## src/rtl/pipe_ctrl_unit.sv

```systemverilog
// pipe_ctrl_unit -- Ak-16b pipelined control unit.
//
// Decodes the ID-stage opcode into a control bundle and carries it through
// the ID/EX, EX/MEM and MEM/WB registers. Detects RAW / load-use hazards
// against the EX and MEM stages, raising stall, and converts a taken
// branch/jump resolved in EX into a flush of the IF/ID contents.
//
// Build option: define CTRL_FWD_EN to enable operand forwarding selects.
//   With CTRL_FWD_EN    : only load-use stalls; fwd_a/fwd_b ports exist.
//   Without CTRL_FWD_EN : any hazard in EX or MEM stalls until the producer
//                         reaches WB (register file is write-then-read).
//
// Ports:
//   clk, rst_n        rising-edge clock, asynchronous active-low reset
//   id_valid          ID holds a real instruction
//   id_opcode         ID opcode
//   id_rs1/rs2/rd     ID register fields
//   ex_taken          branch/jump in EX resolved taken
//   stall, flush      combinational pipeline control (flush wins)
//   ex_*              EX-stage control bundle
//   mem_*             MEM-stage control bundle
//   wb_*              WB-stage control bundle
//   fwd_a, fwd_b      forward selects, 0=RF 1=EX/MEM 2=MEM/WB (CTRL_FWD_EN)

module pipe_ctrl_unit #(
  parameter int OPC_W    = 4,
  parameter int RA_W     = 3,
  parameter int ALUOP_W  = 4,
  parameter int ZERO_REG = 1
) (
  input  logic               clk,
  input  logic               rst_n,
  input  logic               id_valid,
  input  logic [OPC_W-1:0]   id_opcode,
  input  logic [RA_W-1:0]    id_rs1,
  input  logic [RA_W-1:0]    id_rs2,
  input  logic [RA_W-1:0]    id_rd,
  input  logic               ex_taken,
  output logic               stall,
  output logic               flush,
  output logic               ex_valid,
  output logic [ALUOP_W-1:0] ex_alu_op,
  output logic               ex_alu_src,
  output logic [1:0]         ex_branch,
  output logic [RA_W-1:0]    ex_rd,
  output logic               mem_read,
  output logic               mem_write,
  output logic [RA_W-1:0]    mem_rd,
  output logic               mem_reg_write,
  output logic               wb_reg_write,
  output logic               wb_mem_to_reg,
  output logic [RA_W-1:0]    wb_rd
`ifdef CTRL_FWD_EN
  ,
  output logic [1:0]         fwd_a,
  output logic [1:0]         fwd_b
`endif
);

  // Ak-16b opcode encoding
  localparam logic [OPC_W-1:0] OP_ADD  = OPC_W'(0);
  localparam logic [OPC_W-1:0] OP_SUB  = OPC_W'(1);
  localparam logic [OPC_W-1:0] OP_AND  = OPC_W'(2);
  localparam logic [OPC_W-1:0] OP_OR   = OPC_W'(3);
  localparam logic [OPC_W-1:0] OP_XOR  = OPC_W'(4);
  localparam logic [OPC_W-1:0] OP_SLT  = OPC_W'(5);
  localparam logic [OPC_W-1:0] OP_ADDI = OPC_W'(6);
  localparam logic [OPC_W-1:0] OP_ANDI = OPC_W'(7);
  localparam logic [OPC_W-1:0] OP_ORI  = OPC_W'(8);
  localparam logic [OPC_W-1:0] OP_XORI = OPC_W'(9);
  localparam logic [OPC_W-1:0] OP_LW   = OPC_W'(10);
  localparam logic [OPC_W-1:0] OP_SW   = OPC_W'(11);
  localparam logic [OPC_W-1:0] OP_BEQ  = OPC_W'(12);
  localparam logic [OPC_W-1:0] OP_BNE  = OPC_W'(13);
  localparam logic [OPC_W-1:0] OP_J    = OPC_W'(14);
  localparam logic [OPC_W-1:0] OP_JAL  = OPC_W'(15);

  // ALU operation encoding
  localparam logic [ALUOP_W-1:0] ALU_ADD = ALUOP_W'(0);
  localparam logic [ALUOP_W-1:0] ALU_SUB = ALUOP_W'(1);
  localparam logic [ALUOP_W-1:0] ALU_AND = ALUOP_W'(2);
  localparam logic [ALUOP_W-1:0] ALU_OR  = ALUOP_W'(3);
  localparam logic [ALUOP_W-1:0] ALU_XOR = ALUOP_W'(4);
  localparam logic [ALUOP_W-1:0] ALU_SLT = ALUOP_W'(5);

  localparam logic [1:0] BR_NONE = 2'd0;
  localparam logic [1:0] BR_BEQ  = 2'd1;
  localparam logic [1:0] BR_BNE  = 2'd2;
  localparam logic [1:0] BR_JUMP = 2'd3;

  // A source register depends on a producer when the producer writes the
  // same register; r0 is hard-wired so it never creates a dependency.
  function automatic logic raw_match(input logic [RA_W-1:0] src,
                                     input logic            use_src,
                                     input logic [RA_W-1:0] prod_rd,
                                     input logic            prod_wr);
    raw_match = use_src && prod_wr && (src == prod_rd) &&
                !((ZERO_REG != 0) && (src == '0));
  endfunction

  // Decoded control bundle for the ID instruction
  logic               dec_vld;
  logic               dec_reg_write;
  logic               dec_mem_read;
  logic               dec_mem_write;
  logic               dec_mem_to_reg;
  logic               dec_alu_src;
  logic [ALUOP_W-1:0] dec_alu_op;
  logic [1:0]         dec_branch;
  logic               dec_use_rs1;
  logic               dec_use_rs2;

  // EX stage
  logic               vld_p0;
  logic [ALUOP_W-1:0] alu_op_p0;
  logic               alu_src_p0;
  logic [1:0]         branch_p0;
  logic [RA_W-1:0]    rd_p0;
  logic               reg_write_p0;
  logic               mem_read_p0;
  logic               mem_write_p0;
  logic               mem_to_reg_p0;

  // MEM stage
  logic               vld_p1;
  logic [RA_W-1:0]    rd_p1;
  logic               reg_write_p1;
  logic               mem_read_p1;
  logic               mem_write_p1;
  logic               mem_to_reg_p1;

  // WB stage
  logic [RA_W-1:0]    rd_p2;
  logic               reg_write_p2;
  logic               mem_to_reg_p2;

  logic ex_hit_rs1, ex_hit_rs2, mem_hit_rs1, mem_hit_rs2;
  logic hazard_stall;
  logic branch_flush;
  logic issue;

  always_comb begin
    dec_vld        = 1'b0;
    dec_reg_write  = 1'b0;
    dec_mem_read   = 1'b0;
    dec_mem_write  = 1'b0;
    dec_mem_to_reg = 1'b0;
    dec_alu_src    = 1'b0;
    dec_alu_op     = ALU_ADD;
    dec_branch     = BR_NONE;
    dec_use_rs1    = 1'b0;
    dec_use_rs2    = 1'b0;
    case (id_opcode)
      OP_ADD, OP_SUB, OP_AND, OP_OR, OP_XOR, OP_SLT: begin
        dec_vld       = 1'b1;
        dec_reg_write = 1'b1;
        dec_use_rs1   = 1'b1;
        dec_use_rs2   = 1'b1;
        case (id_opcode)
          OP_SUB:  dec_alu_op = ALU_SUB;
          OP_AND:  dec_alu_op = ALU_AND;
          OP_OR:   dec_alu_op = ALU_OR;
          OP_XOR:  dec_alu_op = ALU_XOR;
          OP_SLT:  dec_alu_op = ALU_SLT;
          default: dec_alu_op = ALU_ADD;
        endcase
      end
      OP_ADDI, OP_ANDI, OP_ORI, OP_XORI: begin
        dec_vld       = 1'b1;
        dec_reg_write = 1'b1;
        dec_alu_src   = 1'b1;
        dec_use_rs1   = 1'b1;
        case (id_opcode)
          OP_ANDI: dec_alu_op = ALU_AND;
          OP_ORI:  dec_alu_op = ALU_OR;
          OP_XORI: dec_alu_op = ALU_XOR;
          default: dec_alu_op = ALU_ADD;
        endcase
      end
      OP_LW: begin
        dec_vld        = 1'b1;
        dec_reg_write  = 1'b1;
        dec_mem_read   = 1'b1;
        dec_mem_to_reg = 1'b1;
        dec_alu_src    = 1'b1;
        dec_alu_op     = ALU_ADD;
        dec_use_rs1    = 1'b1;
      end
      OP_SW: begin
        dec_vld       = 1'b1;
        dec_mem_write = 1'b1;
        dec_alu_src   = 1'b1;
        dec_alu_op    = ALU_ADD;
        dec_use_rs1   = 1'b1;
        dec_use_rs2   = 1'b1;
      end
      OP_BEQ, OP_BNE: begin
        dec_vld     = 1'b1;
        dec_branch  = (id_opcode == OP_BEQ) ? BR_BEQ : BR_BNE;
        dec_alu_op  = ALU_SUB;
        dec_use_rs1 = 1'b1;
        dec_use_rs2 = 1'b1;
      end
      OP_J: begin
        dec_vld    = 1'b1;
        dec_branch = BR_JUMP;
      end
      OP_JAL: begin
        dec_vld       = 1'b1;
        dec_branch    = BR_JUMP;
        dec_reg_write = 1'b1;
      end
      default: ;
    endcase
  end

  // Producers sitting in EX and MEM; WB is covered by the write-first RF.
  assign ex_hit_rs1  = vld_p0 && raw_match(id_rs1, dec_use_rs1, rd_p0, reg_write_p0);
  assign ex_hit_rs2  = vld_p0 && raw_match(id_rs2, dec_use_rs2, rd_p0, reg_write_p0);
  assign mem_hit_rs1 = vld_p1 && raw_match(id_rs1, dec_use_rs1, rd_p1, reg_write_p1);
  assign mem_hit_rs2 = vld_p1 && raw_match(id_rs2, dec_use_rs2, rd_p1, reg_write_p1);

`ifdef CTRL_FWD_EN
  // Only a load in EX cannot be forwarded in time; everything else is
  // bypassed, with the younger EX/MEM result taking priority.
  logic [1:0] fwd_a_nxt, fwd_b_nxt;
  logic [1:0] fwd_a_p0, fwd_b_p0;

  assign hazard_stall = id_valid && mem_read_p0 && (ex_hit_rs1 || ex_hit_rs2);

  always_comb begin
    fwd_a_nxt = 2'd0;
    fwd_b_nxt = 2'd0;
    if (ex_hit_rs1)       fwd_a_nxt = 2'd1;
    else if (mem_hit_rs1) fwd_a_nxt = 2'd2;
    if (ex_hit_rs2)       fwd_b_nxt = 2'd1;
    else if (mem_hit_rs2) fwd_b_nxt = 2'd2;
  end
`else
  // No bypass network: hold ID until every producer has reached WB.
  assign hazard_stall = id_valid &&
                        (ex_hit_rs1 || ex_hit_rs2 || mem_hit_rs1 || mem_hit_rs2);
`endif

  // A taken branch/jump kills the wrong-path ID instruction, so any stall it
  // would have caused is moot.
  assign branch_flush = ex_taken && vld_p0 && (branch_p0 != BR_NONE);
  assign flush        = branch_flush;
  assign stall        = hazard_stall && !branch_flush;
  assign issue        = id_valid && dec_vld && !hazard_stall && !branch_flush;

  always_ff @(posedge clk or negedge rst_n) begin
    if (!rst_n) begin
      vld_p0        <= 1'b0;
      alu_op_p0     <= '0;
      alu_src_p0    <= 1'b0;
      branch_p0     <= BR_NONE;
      rd_p0         <= '0;
      reg_write_p0  <= 1'b0;
      mem_read_p0   <= 1'b0;
      mem_write_p0  <= 1'b0;
      mem_to_reg_p0 <= 1'b0;
      vld_p1        <= 1'b0;
      rd_p1         <= '0;
      reg_write_p1  <= 1'b0;
      mem_read_p1   <= 1'b0;
      mem_write_p1  <= 1'b0;
      mem_to_reg_p1 <= 1'b0;
      rd_p2         <= '0;
      reg_write_p2  <= 1'b0;
      mem_to_reg_p2 <= 1'b0;
    end else begin
      // ID -> EX: a bubble (all controls 0) replaces anything not issued
      vld_p0        <= issue;
      alu_op_p0     <= issue ? dec_alu_op : '0;
      alu_src_p0    <= issue && dec_alu_src;
      branch_p0     <= issue ? dec_branch : BR_NONE;
      rd_p0         <= id_rd;
      reg_write_p0  <= issue && dec_reg_write;
      mem_read_p0   <= issue && dec_mem_read;
      mem_write_p0  <= issue && dec_mem_write;
      mem_to_reg_p0 <= issue && dec_mem_to_reg;
      // EX -> MEM
      vld_p1        <= vld_p0;
      rd_p1         <= rd_p0;
      reg_write_p1  <= reg_write_p0;
      mem_read_p1   <= mem_read_p0;
      mem_write_p1  <= mem_write_p0;
      mem_to_reg_p1 <= mem_to_reg_p0;
      // MEM -> WB
      rd_p2         <= rd_p1;
      reg_write_p2  <= reg_write_p1;
      mem_to_reg_p2 <= mem_to_reg_p1;
    end
  end

`ifdef CTRL_FWD_EN
  always_ff @(posedge clk or negedge rst_n) begin
    if (!rst_n) begin
      fwd_a_p0 <= 2'd0;
      fwd_b_p0 <= 2'd0;
    end else begin
      // ID -> EX
      fwd_a_p0 <= issue ? fwd_a_nxt : 2'd0;
      fwd_b_p0 <= issue ? fwd_b_nxt : 2'd0;
    end
  end

  assign fwd_a = fwd_a_p0;
  assign fwd_b = fwd_b_p0;
`endif

  assign ex_valid      = vld_p0;
  assign ex_alu_op     = alu_op_p0;
  assign ex_alu_src    = alu_src_p0;
  assign ex_branch     = branch_p0;
  assign ex_rd         = rd_p0;
  assign mem_read      = mem_read_p1;
  assign mem_write     = mem_write_p1;
  assign mem_rd        = rd_p1;
  assign mem_reg_write = reg_write_p1;
  assign wb_reg_write  = reg_write_p2;
  assign wb_mem_to_reg = mem_to_reg_p2;
  assign wb_rd         = rd_p2;

endmodule

```

## config.mk

```make
export PLATFORM = sky130hd
export DESIGN_NAME = pipe_ctrl_unit
export DESIGN_NICKNAME = d
export VERILOG_FILES = /design/src/rtl/pipe_ctrl_unit.sv
export SDC_FILE = /design/constraint.sdc
export NUM_CORES = 1
export LEC_CHECK = 0
export ABC_AREA = 0
export ABC_CLOCK_PERIOD_IN_PS = 3000
export CAP_MARGIN = 0
export CORE_MARGIN = 2
export CORE_UTILIZATION = 45
export CTS_BUF_LIST = sky130_fd_sc_hd__clkbuf_4 sky130_fd_sc_hd__clkbuf_8 sky130_fd_sc_hd__clkbuf_16
export DETAILED_ROUTE_END_ITERATION = 7
export HOLD_SLACK_MARGIN = 0.05
export PLACE_DENSITY_LB_ADDON = 0.2
export SYNTH_ARGS = -nofsm -noshare
export SYNTH_HDL_FRONTEND = slang
export SYNTH_SLANG_ARGS = --single-unit
```

## constraint.sdc

```tcl
create_clock -name clk -period 3 [get_ports clk]
set_input_delay 0.6 -clock clk [delete_from_list [all_inputs] [get_ports clk]]
set_output_delay 0.6 -clock clk [all_outputs]
set_load 0.03 [all_outputs]
```

==> flow_summary.rst, run 1 <==
.. list-table::
   :header-rows: 1

   * - Metric
     - Value
   * - Antenna-violating nets left
     - 0
   * - Total half-perimeter wirelength after legalization and detailed placement
     - 1750 um
   * - Final instance count without filler cells
     - 165
   * - Worst Path Required
     - 2.40 ns
   * - Drt first pass iters
     - 4
   * - Final-layout setup total negative slack
     - 0 ns
   * - Adder-Cell Fraction of Synth Area
     - 0
   * - Yosys top cell area share
     - 0.525
   * - Total number of yosys warnings
     - 0
   * - Async set-or-reset flop fraction in the synthesized netlist
     - 1.00
   * - HP Class
     - register to register
   * - Area of the die
     - 3080 um^2
   * - # H-tree levels
     - 1
   * - Fin crit period
     - about 2.8 ns
   * - Worst Skew
     - 0.00232 ns
   * - Status
     - finished, final reports clean
   * - Share of the synthesized area in compound gates (AO/OA/AOI/OAI)
     - 0.134
   * - Largest cells by area after synthesis
     - sky130_fd_sc_hd__dfrtp_1, sky130_fd_sc_hd__xnor2_1, sky130_fd_sc_hd__a2111oi_4
   * - Wire length of the first global-routing pass
     - ~4000 um
   * - Number of buffers inserted to repair setup after CTS
     - 0
   * - Nature of the critical path startpoint
     - primary input
   * - Root buffer cell
     - sky130_fd_sc_hd__clkbuf_4
   * - TritonCTS clock tree
     - yes
   * - Final clock period utilization by the worst path
     - 0.949
   * - Total cell area at the placement stage
     - 1600 um^2
   * - Final hold vios
     - 0
   * - Total clock sinks
     - 25
   * - Placement row count
     - 18
   * - Crit path capture type
     - primary output
   * - Highest-count cells in the layout ignoring fill and taps
     - sky130_fd_sc_hd__clkdlybuf4s50_1, sky130_fd_sc_hd__dfrtp_1, sky130_fd_sc_hd__xnor2_1
   * - Post-layout nets
     - 153
   * - Number of nets in the synthesized netlist
     - 109
   * - Highest achievable clock rate
     - 351 MHz
   * - Worst Hold Slack
     - 0.363 ns
   * - Routed length per instance
     - between 10 and 15 um
   * - XOR/XNOR share of the synthesized area
     - 0.0808
   * - Max Buffers Root-to-Sink
     - 2
   * - Number of distinct library cells after synthesis
     - 33
   * - Residual DRC
     - 0
   * - Slew Limit Fails
     - 0
   * - Quantity of I/O buffers inserted on ports
     - 39
   * - Cell type with the highest aggregate area in the netlist
     - sky130_fd_sc_hd__dfrtp_1
   * - Flip-flop and latch count after synthesis
     - 25
   * - Avg Synthesized Cell Area
     - roughly 13 um^2
   * - Die width
     - approximately 55 um
   * - Simple-Gate Fraction of Synth Area
     - 0.170
   * - Largest family of logic cells by synthesized area
     - simple AND/OR/NAND/NOR gates
   * - Number of antenna violations at the first check in global routing
     - 0
   * - Total clock buffers created by CTS
     - 3
   * - Post-synthesis mux area share
     - 0.0273
   * - Hold_buf cts
     - 0
   * - 1st-iter DRT viols
     - 17
   * - Design Area, Final
     - 1630 um^2
   * - GRT Overall Usage
     - 0.164
   * - Average vias per placed instance
     - 5.20
   * - Prevailing post-synth register cell
     - sky130_fd_sc_hd__dfrtp_1
   * - Maximum number of pins on one net before global-route repair
     - 26
   * - Largest fanout on the critical path
     - 8
   * - Clk slew on worst S/H paths
     - 0.13 ns
   * - Area growth syn-to-layout
     - 36.9%
   * - Number of failing setup endpoints in the final timing report
     - 0
   * - Power Dens Cells
     - 424 nW/um^2
   * - Worst-case vdd ir drop
     - 0.000292 V
   * - I/O pin count
     - 41
   * - Max-Cap Viols
     - 0
   * - Proportion of synthesized chip area in sequential cells
     - 0.525
   * - Layout cells sized above 1
     - 0.185
   * - Placer congestion estimate
     - 0.791
   * - Resize count post-CTS
     - 0
   * - Placeable Area
     - 2500 um^2
   * - Die Y
     - 55.5 um
   * - Total congestion overflow after global routing
     - 0
   * - Critical Path AT
     - between 2 and 2.5 ns
   * - Total number of vias
     - 858
   * - Initial core utilization
     - 0.477
   * - Start-to-end type of the worst setup path
     - primary input to primary output
   * - Post-synth EDFFs
     - 0
   * - Post-Synthesis Cell Area
     - 1190 um^2
   * - Pleak
     - around 0.67 nW
   * - RSZ-0062 raised after global routing
     - false
   * - Pwr Total
     - 0.692 mW
   * - Cells after Synth
     - 92
   * - Antenna diodes
     - 0
   * - Via count of the first global-routing pass
     - 895
   * - Clock latency at the later pin of the worst-skew pair
     - about 0.32 ns
   * - Total wire length
     - 2330 um
   * - Most frequent standard cell in the layout excluding fill and tap cells
     - sky130_fd_sc_hd__clkdlybuf4s50_1
   * - DP Cell Count
     - 161
-- cells in the mapped netlist, types with 2 or more instances --
library cell and n:
sky130_fd_sc_hd__nand3_1 3, sky130_fd_sc_hd__inv_1 3, sky130_fd_sc_hd__buf_6 4, sky130_fd_sc_hd__a2111oi_4 2, sky130_fd_sc_hd__or3_1 2, sky130_fd_sc_hd__nor3_1 6
sky130_fd_sc_hd__nand4_1 3, sky130_fd_sc_hd__nor3_2 2, sky130_fd_sc_hd__nand2_1 4, sky130_fd_sc_hd__nor2_1 3, sky130_fd_sc_hd__dfrtp_1 25, sky130_fd_sc_hd__xnor2_1 11
sky130_fd_sc_hd__a32oi_1 2, sky130_fd_sc_hd__nor4_2 2, sky130_fd_sc_hd__buf_4 2
-- through the flow --
| step | util | setup slack (ns) |
|---|---|---|
| 2_1_floorplan | - | 0.570 |
| 3_3_place_gp | 0.641 | 0.211 |
| 3_5_place_dp | 0.641 | 0.171 |
| 4_1_cts | 0.653 | 0.153 |
| 5_1_grt | 0.653 | 0.0501 |
| 6_report | 0.653 | 0.152 |
-- kinds of logic (layout without fill, tap and decap cells) --
kind of cell | count (synthesis) | after routing
flip-flops | 25 | 25
buffers and inverters | 9 | 52
multiplexers | 2 | 2
other | 1 | 1
XOR/XNOR | 11 | 11
AO/OA/AOI/OAI | 13 | 13
AND/OR/NAND/NOR | 31 | 31
-- power breakdown --
group | internal (mW) | switching (mW) | leakage, nW
clock | 0.0612 | 0.0980 | 0.0184
combinational | 0.0789 | 0.0864 | 0.340
sequential | 0.354 | 0.0134 | 0.316
total | 0.494 | 0.198 | 0.675
-- per-layer routing --
| layer | GRT usage | vias up | share of wire |
|---|---|---|---|
| met3 | 0.0304 | 5 | 0.047 |
| met4 | 0.0906 | 0 | 0.020 |
| met1 | 0.208 | 415 | 0.41 |
| li1 | - | 408 | - |
| met2 | 0.264 | 30 | 0.52 |
| met5 | 0 | - | 0 |
-- worst paths after layout --
check,start,end,slack (ns),cells past startpoint
max,id_opcode[1],stall,0.15,7
min,mem_write_p0$_DFF_PN0_,mem_write$_DFF_PN0_,0.36,0
max reg2reg,mem_rd[2]$_DFF_PN0_,ex_alu_src$_DFF_PN0_,1.40,5
min reg2reg,mem_write_p0$_DFF_PN0_,mem_write$_DFF_PN0_,0.36,0
max in group asynchronous,rst_n,mem_rd[0]$_DFF_PN0_,2.16,2
min in group asynchronous,rst_n,mem_to_reg_p0$_DFF_PN0_,0.62,2
-- worst max-delay path, cell delays in order --
cell	delay (ns)
sky130_fd_sc_hd__clkdlybuf4s50_1	0.65
sky130_fd_sc_hd__nand2_1	0.17
sky130_fd_sc_hd__a22o_4	0.25
sky130_fd_sc_hd__nor3_2	0.16
sky130_fd_sc_hd__o21a_2	0.15
sky130_fd_sc_hd__o21a_1	0.11
sky130_fd_sc_hd__buf_4	0.15
-- area by class of cell --
cell class              count  area (um^2)
multi-input cells          58          495
flip-flops and latches     25          626
inverters                   3         11.3
well taps                  30         37.5
repair buffers             45          433
clock buffers               4         30.0
fillers                   188          867
Power figures use the tool's default switching activity.
==> inputs of run 2 (changes only) <==
--- a/config.mk
+++ b/config.mk
@@ -7,9 +7,10 @@
 export LEC_CHECK = 0
 export ABC_AREA = 0
 export ABC_CLOCK_PERIOD_IN_PS = 3000
-export CAP_MARGIN = 0
-export CORE_MARGIN = 2
-export CORE_UTILIZATION = 45
+export CELL_PAD_IN_SITES_DETAIL_PLACEMENT = 1
+export CELL_PAD_IN_SITES_GLOBAL_PLACEMENT = 2
+export CORE_MARGIN = 1.5
+export CORE_UTILIZATION = 30
 export CTS_BUF_LIST = sky130_fd_sc_hd__clkbuf_4 sky130_fd_sc_hd__clkbuf_8 sky130_fd_sc_hd__clkbuf_16
 export DETAILED_ROUTE_END_ITERATION = 7
 export HOLD_SLACK_MARGIN = 0.05
==> run 2 against run 1 <==
Effect of this change: worst setup slack gained 0.071 ns; highest routed layer unchanged; global-route usage shrank 1.9 points; worst hold slack lost 0.0063 ns.
==> flow_summary.rst, run 2 (synthesized netlist as in run 1, its figures left out) <==
.. list-table::
   :header-rows: 1

   * - Metric
     - Value
   * - TritonCTS clock tree
     - yes (unchanged)
   * - Layout cells sized above 1
     - 0.185 (unchanged)
   * - # H-tree levels
     - 1 (unchanged)
   * - Average vias per placed instance
     - 4.75 (was 5.20)
   * - Status
     - finished, final reports clean (unchanged)
   * - RSZ-0062 raised after global routing
     - false (unchanged)
   * - Final core area utilization
     - 0.447 (was 0.653)
   * - Start point of the worst min-delay path
     - mem_write_p0$_DFF_PN0_ (unchanged)
   * - Area growth syn-to-layout
     - 40.4% (was 36.9%)
   * - Root buffer cell
     - sky130_fd_sc_hd__clkbuf_8 (was sky130_fd_sc_hd__clkbuf_4)
   * - Placer congestion estimate
     - 0.870 (was 0.791)
   * - Highest achievable clock rate
     - 360 MHz (was 351 MHz)
   * - Worst-path cell with the longest stage delay
     - sky130_fd_sc_hd__clkdlybuf4s50_1 (unchanged)
   * - Placeable Area
     - 3740 um^2 (was 2500 um^2)
   * - Quantity of I/O buffers inserted on ports
     - 39 (unchanged)
   * - Routed length per instance
     - 15.4 um (was 14.1 um)
   * - Fin crit period
     - 2.78 ns (was 2.85 ns)
   * - Total number of vias
     - 870 (was 858)
   * - Pleak
     - 0.682 nW (was 0.675 nW)
   * - Most frequent standard cell in the layout excluding fill and tap cells
     - sky130_fd_sc_hd__clkdlybuf4s50_1 (unchanged)
   * - Number of buffers inserted to repair setup after CTS
     - 0 (unchanged)
   * - Worst-case vdd ir drop
     - 0.000201 V (was 0.000292 V)
   * - Initial core utilization
     - 0.319 (was 0.477)
   * - Largest fanout on the critical path
     - 5 (was 8)
   * - Maximum single-stage delay on the critical path
     - 0.59 ns (was 0.65 ns)
   * - Final instance count without filler cells
     - 183 (was 165)
   * - Residual DRC
     - 0 (unchanged)
   * - Placement row count
     - 22 (was 18)
   * - Final hold vios
     - 0 (unchanged)
   * - Wire length of the first global-routing pass
     - 4770 um (was 3970 um)
   * - Slew Limit Fails
     - 0 (unchanged)
   * - Total clock buffers created by CTS
     - 3 (unchanged)
   * - Drt first pass iters
     - 2 (was 4)
   * - Clk slew on worst S/H paths
     - 0.08 ns (was 0.13 ns)
   * - 1st-iter DRT viols
     - 18 (was 17)
   * - Max-Cap Viols
     - 0 (unchanged)
   * - Worst hold path stage count
     - 0 (unchanged)
   * - Nature of the critical path startpoint
     - primary input (unchanged)
   * - Hold_buf cts
     - 0 (unchanged)
   * - Worst reg-to-reg path cell count
     - 5 (unchanged)
   * - Total wire length
     - 2810 um (was 2330 um)
   * - DP Cell Count
     - 179 (was 161)
   * - Highest-count cells in the layout ignoring fill and taps
     - sky130_fd_sc_hd__clkdlybuf4s50_1, sky130_fd_sc_hd__dfrtp_1, sky130_fd_sc_hd__xnor2_1 (unchanged)
   * - Total congestion overflow after global routing
     - 0 (unchanged)
   * - Final WS setup
     - 0.223 ns (was 0.152 ns)
   * - Critical register-to-register path startpoint
     - mem_rd[2]$_DFF_PN0_ (unchanged)
   * - Via count of the first global-routing pass
     - 915 (was 895)
   * - Resize count post-CTS
     - 0 (unchanged)
   * - Max Buffers Root-to-Sink
     - 2 (unchanged)
   * - Final-layout fill cell count
     - 420 (was 188)
   * - Worst Hold Path EP
     - mem_write$_DFF_PN0_ (unchanged)
   * - HP Class
     - register to register (unchanged)
   * - Clock latency at the later pin of the worst-skew pair
     - 0.26 ns (was 0.32 ns)
   * - Post-layout nets
     - 153 (unchanged)
   * - Total half-perimeter wirelength after legalization and detailed placement
     - 2120 um (was 1750 um)
   * - Ordered list of cells on the worst path
     - clkdlybuf4s50_1, nand2_1, a22o_4, nor3_2, o21a_2, o21a_1, buf_4 (unchanged)
   * - Number of failing setup endpoints in the final timing report
     - 0 (unchanged)
   * - Reg2reg end
     - ex_alu_src$_DFF_PN0_ (unchanged)
   * - Die width
     - 66.0 um (was 55.5 um)
   * - Start-to-end type of the worst setup path
     - primary input to primary output (unchanged)
   * - Crit path capture type
     - primary output (unchanged)
   * - Number of antenna violations at the first check in global routing
     - 0 (unchanged)
   * - I/O pin count
     - 41 (unchanged)
   * - GRT Overall Usage
     - 0.145 (was 0.164)
   * - Worst Path Required
     - 2.40 ns (about the same)
   * - Area of the die
     - 4360 um^2 (was 3080 um^2)
   * - Worst Skew
     - 0.00169 ns (was 0.00232 ns)
   * - R2R Setup Slk
     - 1.36 ns (was 1.40 ns)
   * - Total clock sinks
     - 25 (unchanged)
   * - Maximum number of pins on one net before global-route repair
     - 26 (unchanged)
   * - Antenna diodes
     - 0 (unchanged)
   * - Worst Setup Slack post-DPL
     - 0.221 ns (was 0.171 ns)
   * - Critical Path AT
     - 2.18 ns (was 2.25 ns)
   * - Final clock period utilization by the worst path
     - 0.926 (was 0.949)
   * - Antenna-violating nets left
     - 0 (unchanged)
   * - Power Dens Cells
     - 441 nW/um^2 (was 424 nW/um^2)
   * - Die Y
     - 66.0 um (was 55.5 um)
   * - Final-layout setup total negative slack
     - 0 ns (unchanged)
==> run 2: cell counts in the layout (fill, tap and decap cells not counted) <==
No cell type changed its count.
==> run 2: routing by layer <==
layer / up-vias / global-route usage / wire length [um] / share of wire
li1: 409 / - / - / -
met1: 440 / 0.191 / 1200 / 0.43
met2: 19 / 0.247 / 1490 / 0.53
met3: 2 / 0.0221 / 103 / 0.037
met4: 0 / 0.0383 / 19 / 0.0068
met5: - / 0 / 0 / 0
==> run 2: final cells by class <==
type,count,area [um^2],area share
Sequential cell,25,626,0.374
Multi-Input combinational cell,58,495,0.296
Timing Repair Buffer,45,433,0.259
Tap cell,48,60.1,0.0359
Clock buffer,4,48.8,0.0291
Inverter,3,11.3,0.00673
==> run 2: worst max-delay path by stage <==
stage,startpoint,to,slack (ns),cells past startpoint
floorplan,id_opcode[3],stall,0.57,7
global placement,id_rs2[1],stall,0.23,7
detailed placement,id_opcode[1],stall,0.22,7
CTS,id_opcode[1],stall,0.21,7
global route,id_opcode[1],stall,0.14,7
finish,id_opcode[1],stall,0.22,7
==> run 2: worst max-delay path: cells and delay by family <==
family / cells / cell delay (ns)
AND/OR/NAND/NOR: 2 / 0.32
AO/OA/AOI/OAI: 3 / 0.52
buffers and inverters: 2 / 0.74
==> run 2: metrics by stage <==
stage | hold slack [ns] | total power [mW] | instance area (um^2)
after floorplan | 0.304 | 0.468 | 1190
after global placement | 0.336 | 0.542 | 1630
after detailed placement | 0.342 | 0.544 | 1630
after CTS | 0.361 | 0.750 | 1670
after global routing | 0.364 | 0.776 | 1670
final | 0.357 | 0.738 | 1670
==> run 2: report_power, final <==
part | total (mW) | internal, mW | switching (mW)
clock | 0.201 | 0.104 | 0.0971
combinational | 0.169 | 0.0790 | 0.0902
sequential | 0.368 | 0.354 | 0.0137
==> inputs of run 3 (changes only) <==
--- a/config.mk
+++ b/config.mk
@@ -8,13 +8,13 @@
 export ABC_AREA = 0
 export ABC_CLOCK_PERIOD_IN_PS = 3000
 export CELL_PAD_IN_SITES_DETAIL_PLACEMENT = 1
-export CELL_PAD_IN_SITES_GLOBAL_PLACEMENT = 2
-export CORE_MARGIN = 1.5
-export CORE_UTILIZATION = 30
+export CELL_PAD_IN_SITES_GLOBAL_PLACEMENT = 1
+export CORE_MARGIN = 10
+export CORE_UTILIZATION = 37
 export CTS_BUF_LIST = sky130_fd_sc_hd__clkbuf_4 sky130_fd_sc_hd__clkbuf_8 sky130_fd_sc_hd__clkbuf_16
 export DETAILED_ROUTE_END_ITERATION = 7
 export HOLD_SLACK_MARGIN = 0.05
-export PLACE_DENSITY_LB_ADDON = 0.2
+export PLACE_DENSITY = 0.9
 export SYNTH_ARGS = -nofsm -noshare
 export SYNTH_HDL_FRONTEND = slang
 export SYNTH_SLANG_ARGS = --single-unit
==> run 3 against run 2 <==
Effect of this change: cell area down 1.7%; worst hold slack better by 0.0061 ns; global-route usage down 3.1 points; first-iteration DRC count up 110%; die area up 35%; via count up 2.4%; maximum frequency down 1.4%; sequential share of layout area up 0.65 points; combinational power about the same; sequential power about the same.
==> flow_summary.rst, run 3 (synthesized netlist as in run 1, its figures left out) <==
.. list-table::
   :header-rows: 1

   * - Metric
     - Value
   * - Status
     - finished, final reports clean (unchanged)
   * - Residual DRC
     - 0 (unchanged)
   * - Fin crit period
     - 2.82 ns (was 2.78 ns)
   * - Launch point of the worst path
     - id_rs2[0] (was id_opcode[1])
   * - Antenna-violating nets left
     - 0 (unchanged)
   * - Power Dens Cells
     - 426 nW/um^2 (was 441 nW/um^2)
   * - Root buffer cell
     - sky130_fd_sc_hd__clkbuf_4 (was sky130_fd_sc_hd__clkbuf_8)
   * - Placeable Area
     - 3080 um^2 (was 3740 um^2)
   * - Initial core utilization
     - 0.387 (was 0.319)
   * - Highest-count cells in the layout ignoring fill and taps
     - sky130_fd_sc_hd__clkdlybuf4s50_1, sky130_fd_sc_hd__dfrtp_1, sky130_fd_sc_hd__xnor2_1 (unchanged)
   * - 1st-iter DRT viols
     - 37 (was 18)
   * - Worst Path Required
     - 2.40 ns (about the same)
   * - Total half-perimeter wirelength after legalization and detailed placement
     - 2630 um (was 2120 um)
   * - Total congestion overflow after global routing
     - 0 (unchanged)
   * - GRT Overall Usage
     - 0.114 (was 0.145)
   * - Worst Skew
     - 0.00169 ns (about the same)
   * - Worst-case vdd ir drop
     - 0.000181 V (was 0.000201 V)
   * - # H-tree levels
     - 1 (unchanged)
   * - Final WS setup
     - 0.183 ns (was 0.223 ns)
   * - Start-to-end type of the worst setup path
     - primary input to primary output (unchanged)
   * - Placement row count
     - 20 (was 22)
   * - Antenna diodes
     - 0 (unchanged)
   * - Nature of the critical path startpoint
     - primary input (unchanged)
   * - RSZ-0062 raised after global routing
     - false (unchanged)
   * - Pleak
     - 0.679 nW (was 0.682 nW)
   * - Crit path capture type
     - primary output (unchanged)
   * - Die width
     - 76.8 um (was 66.0 um)
   * - Wire length of the first global-routing pass
     - 5440 um (was 4770 um)
   * - Start point of the worst min-delay path
     - mem_to_reg_p0$_DFF_PN0_ (was mem_write_p0$_DFF_PN0_)
   * - Max-Cap Viols
     - 0 (unchanged)
   * - Via count of the first global-routing pass
     - 1009 (was 915)
   * - Largest fanout on the critical path
     - 3 (was 5)
   * - Hold_buf cts
     - 0 (unchanged)
   * - Ordered list of cells on the worst path
     - clkdlybuf4s50_1, o21ba_2, mux2i_1, nor3_2, o21a_2, o21a_1, buf_4 (was clkdlybuf4s50_1, nand2_1, a22o_4, nor3_2, o21a_2, o21a_1, buf_4)
   * - Clock latency at the later pin of the worst-skew pair
     - 0.32 ns (was 0.26 ns)
   * - Drt first pass iters
     - 4 (was 2)
   * - Total wire length
     - 3310 um (was 2810 um)
   * - Maximum single-stage delay on the critical path
     - 0.50 ns (was 0.59 ns)
   * - Quantity of I/O buffers inserted on ports
     - 39 (unchanged)
   * - Final clock period utilization by the worst path
     - 0.939 (was 0.926)
   * - HP Class
     - register to register (unchanged)
   * - Slew Limit Fails
     - 0 (unchanged)
   * - Final hold vios
     - 0 (unchanged)
   * - Number of buffers inserted to repair setup after CTS
     - 0 (unchanged)
   * - Final-layout setup total negative slack
     - 0 ns (unchanged)
   * - Placer congestion estimate
     - 0.911 (was 0.870)
   * - TritonCTS clock tree
     - yes (unchanged)
   * - Worst Setup Slack post-DPL
     - 0.0696 ns (was 0.221 ns)
   * - Post-layout nets
     - 152 (was 153)
   * - Max Buffers Root-to-Sink
     - 2 (unchanged)
   * - Die Y
     - 76.8 um (was 66.0 um)
   * - Maximum number of pins on one net before global-route repair
     - 26 (unchanged)
   * - Total clock sinks
     - 25 (unchanged)
   * - Highest achievable clock rate
     - 355 MHz (was 360 MHz)
   * - Final core area utilization
     - 0.535 (was 0.447)
   * - Pwr Total
     - 0.700 mW (was 0.738 mW)
   * - Critical Path AT
     - 2.22 ns (was 2.18 ns)
   * - Number of antenna violations at the first check in global routing
     - 0 (unchanged)
   * - Clk slew on worst S/H paths
     - 0.13 ns (was 0.08 ns)
   * - Average vias per placed instance
     - 5.01 (was 4.75)
   * - Most frequent standard cell in the layout excluding fill and tap cells
     - sky130_fd_sc_hd__clkdlybuf4s50_1 (unchanged)
   * - Layout cells sized above 1
     - 0.179 (was 0.185)
   * - Area growth syn-to-layout
     - 38.0% (was 40.4%)
   * - Number of failing setup endpoints in the final timing report
     - 0 (unchanged)
   * - Area of the die
     - 5890 um^2 (was 4360 um^2)
   * - Total clock buffers created by CTS
     - 3 (unchanged)
   * - Worst-path cell with the longest stage delay
     - sky130_fd_sc_hd__clkdlybuf4s50_1 (unchanged)
   * - Resize count post-CTS
     - 0 (unchanged)
   * - I/O pin count
     - 41 (unchanged)
   * - Total number of vias
     - 891 (was 870)
   * - Critical register-to-register path startpoint
     - mem_rd[2]$_DFF_PN0_ (unchanged)
   * - Routed length per instance
     - 18.6 um (was 15.4 um)
run 3: cell count changes in the layout (fill, tap and decap cells not counted), sizes merged:
cell	previous run	this run
buf	7	6
dlymetal6s2s	0	1
clkdlybuf4s50	38	37
run 3: worst paths after layout:
check / to / slack, ns / depth (start not counted)
setup / recovery: stall / 0.18 / 7
hold / removal: mem_to_reg_p1$_DFF_PN0_ / 0.36 / 0
setup reg to reg: ex_alu_src$_DFF_PN0_ / 1.27 / 5
hold reg to reg: mem_to_reg_p1$_DFF_PN0_ / 0.36 / 0
max in group asynchronous: ex_branch[0]$_DFF_PN0_ / 2.13 / 2
min in group asynchronous: mem_write$_DFF_PN0_ / 0.63 / 2
run 3: cell type report:
cell class	count	area [um^2]
fill	334	1430
sequential	25	626
multi-input combinational	58	495
timing repair buffer	44	428
tap	44	55.1
clock buffer	4	30.0
inverter	3	11.3
run 3: metal layers:
| layer | vias up | track usage | wire length (um) |
|---|---|---|---|
| met5 | - | 0 | 0 |
| met4 | 0 | 0.0502 | 54 |
| met3 | 6 | 0.0256 | 138 |
| met2 | 22 | 0.218 | 1860 |
| met1 | 458 | 0.113 | 1270 |
| li1 | 405 | - | - |
run 3: worst max-delay path: cells and delay by family:
family	cells	cell delay [ns]
AND/OR/NAND/NOR	1	0.08
buffers and inverters	2	0.66
multiplexers	1	0.21
AO/OA/AOI/OAI	3	0.66
run 3: report_power, final:
part / leakage [nW] / internal, mW / total (mW) / switching (mW)
sequential: 0.316 / 0.354 / 0.368 / 0.0136
clock: 0.0184 / 0.0611 / 0.160 / 0.0989
combinational: 0.344 / 0.0781 / 0.172 / 0.0942
run 3: through the flow:
stage | hold slack (ns) | instance area [um^2] | instances
4_1_cts | 0.366 | 1640 | 178
2_1_floorplan | 0.304 | 1190 | 92
3_5_place_dp | 0.336 | 1610 | 174
3_3_place_gp | 0.334 | 1610 | 174
5_1_grt | 0.385 | 1650 | 178
6_report | 0.363 | 1650 | 178
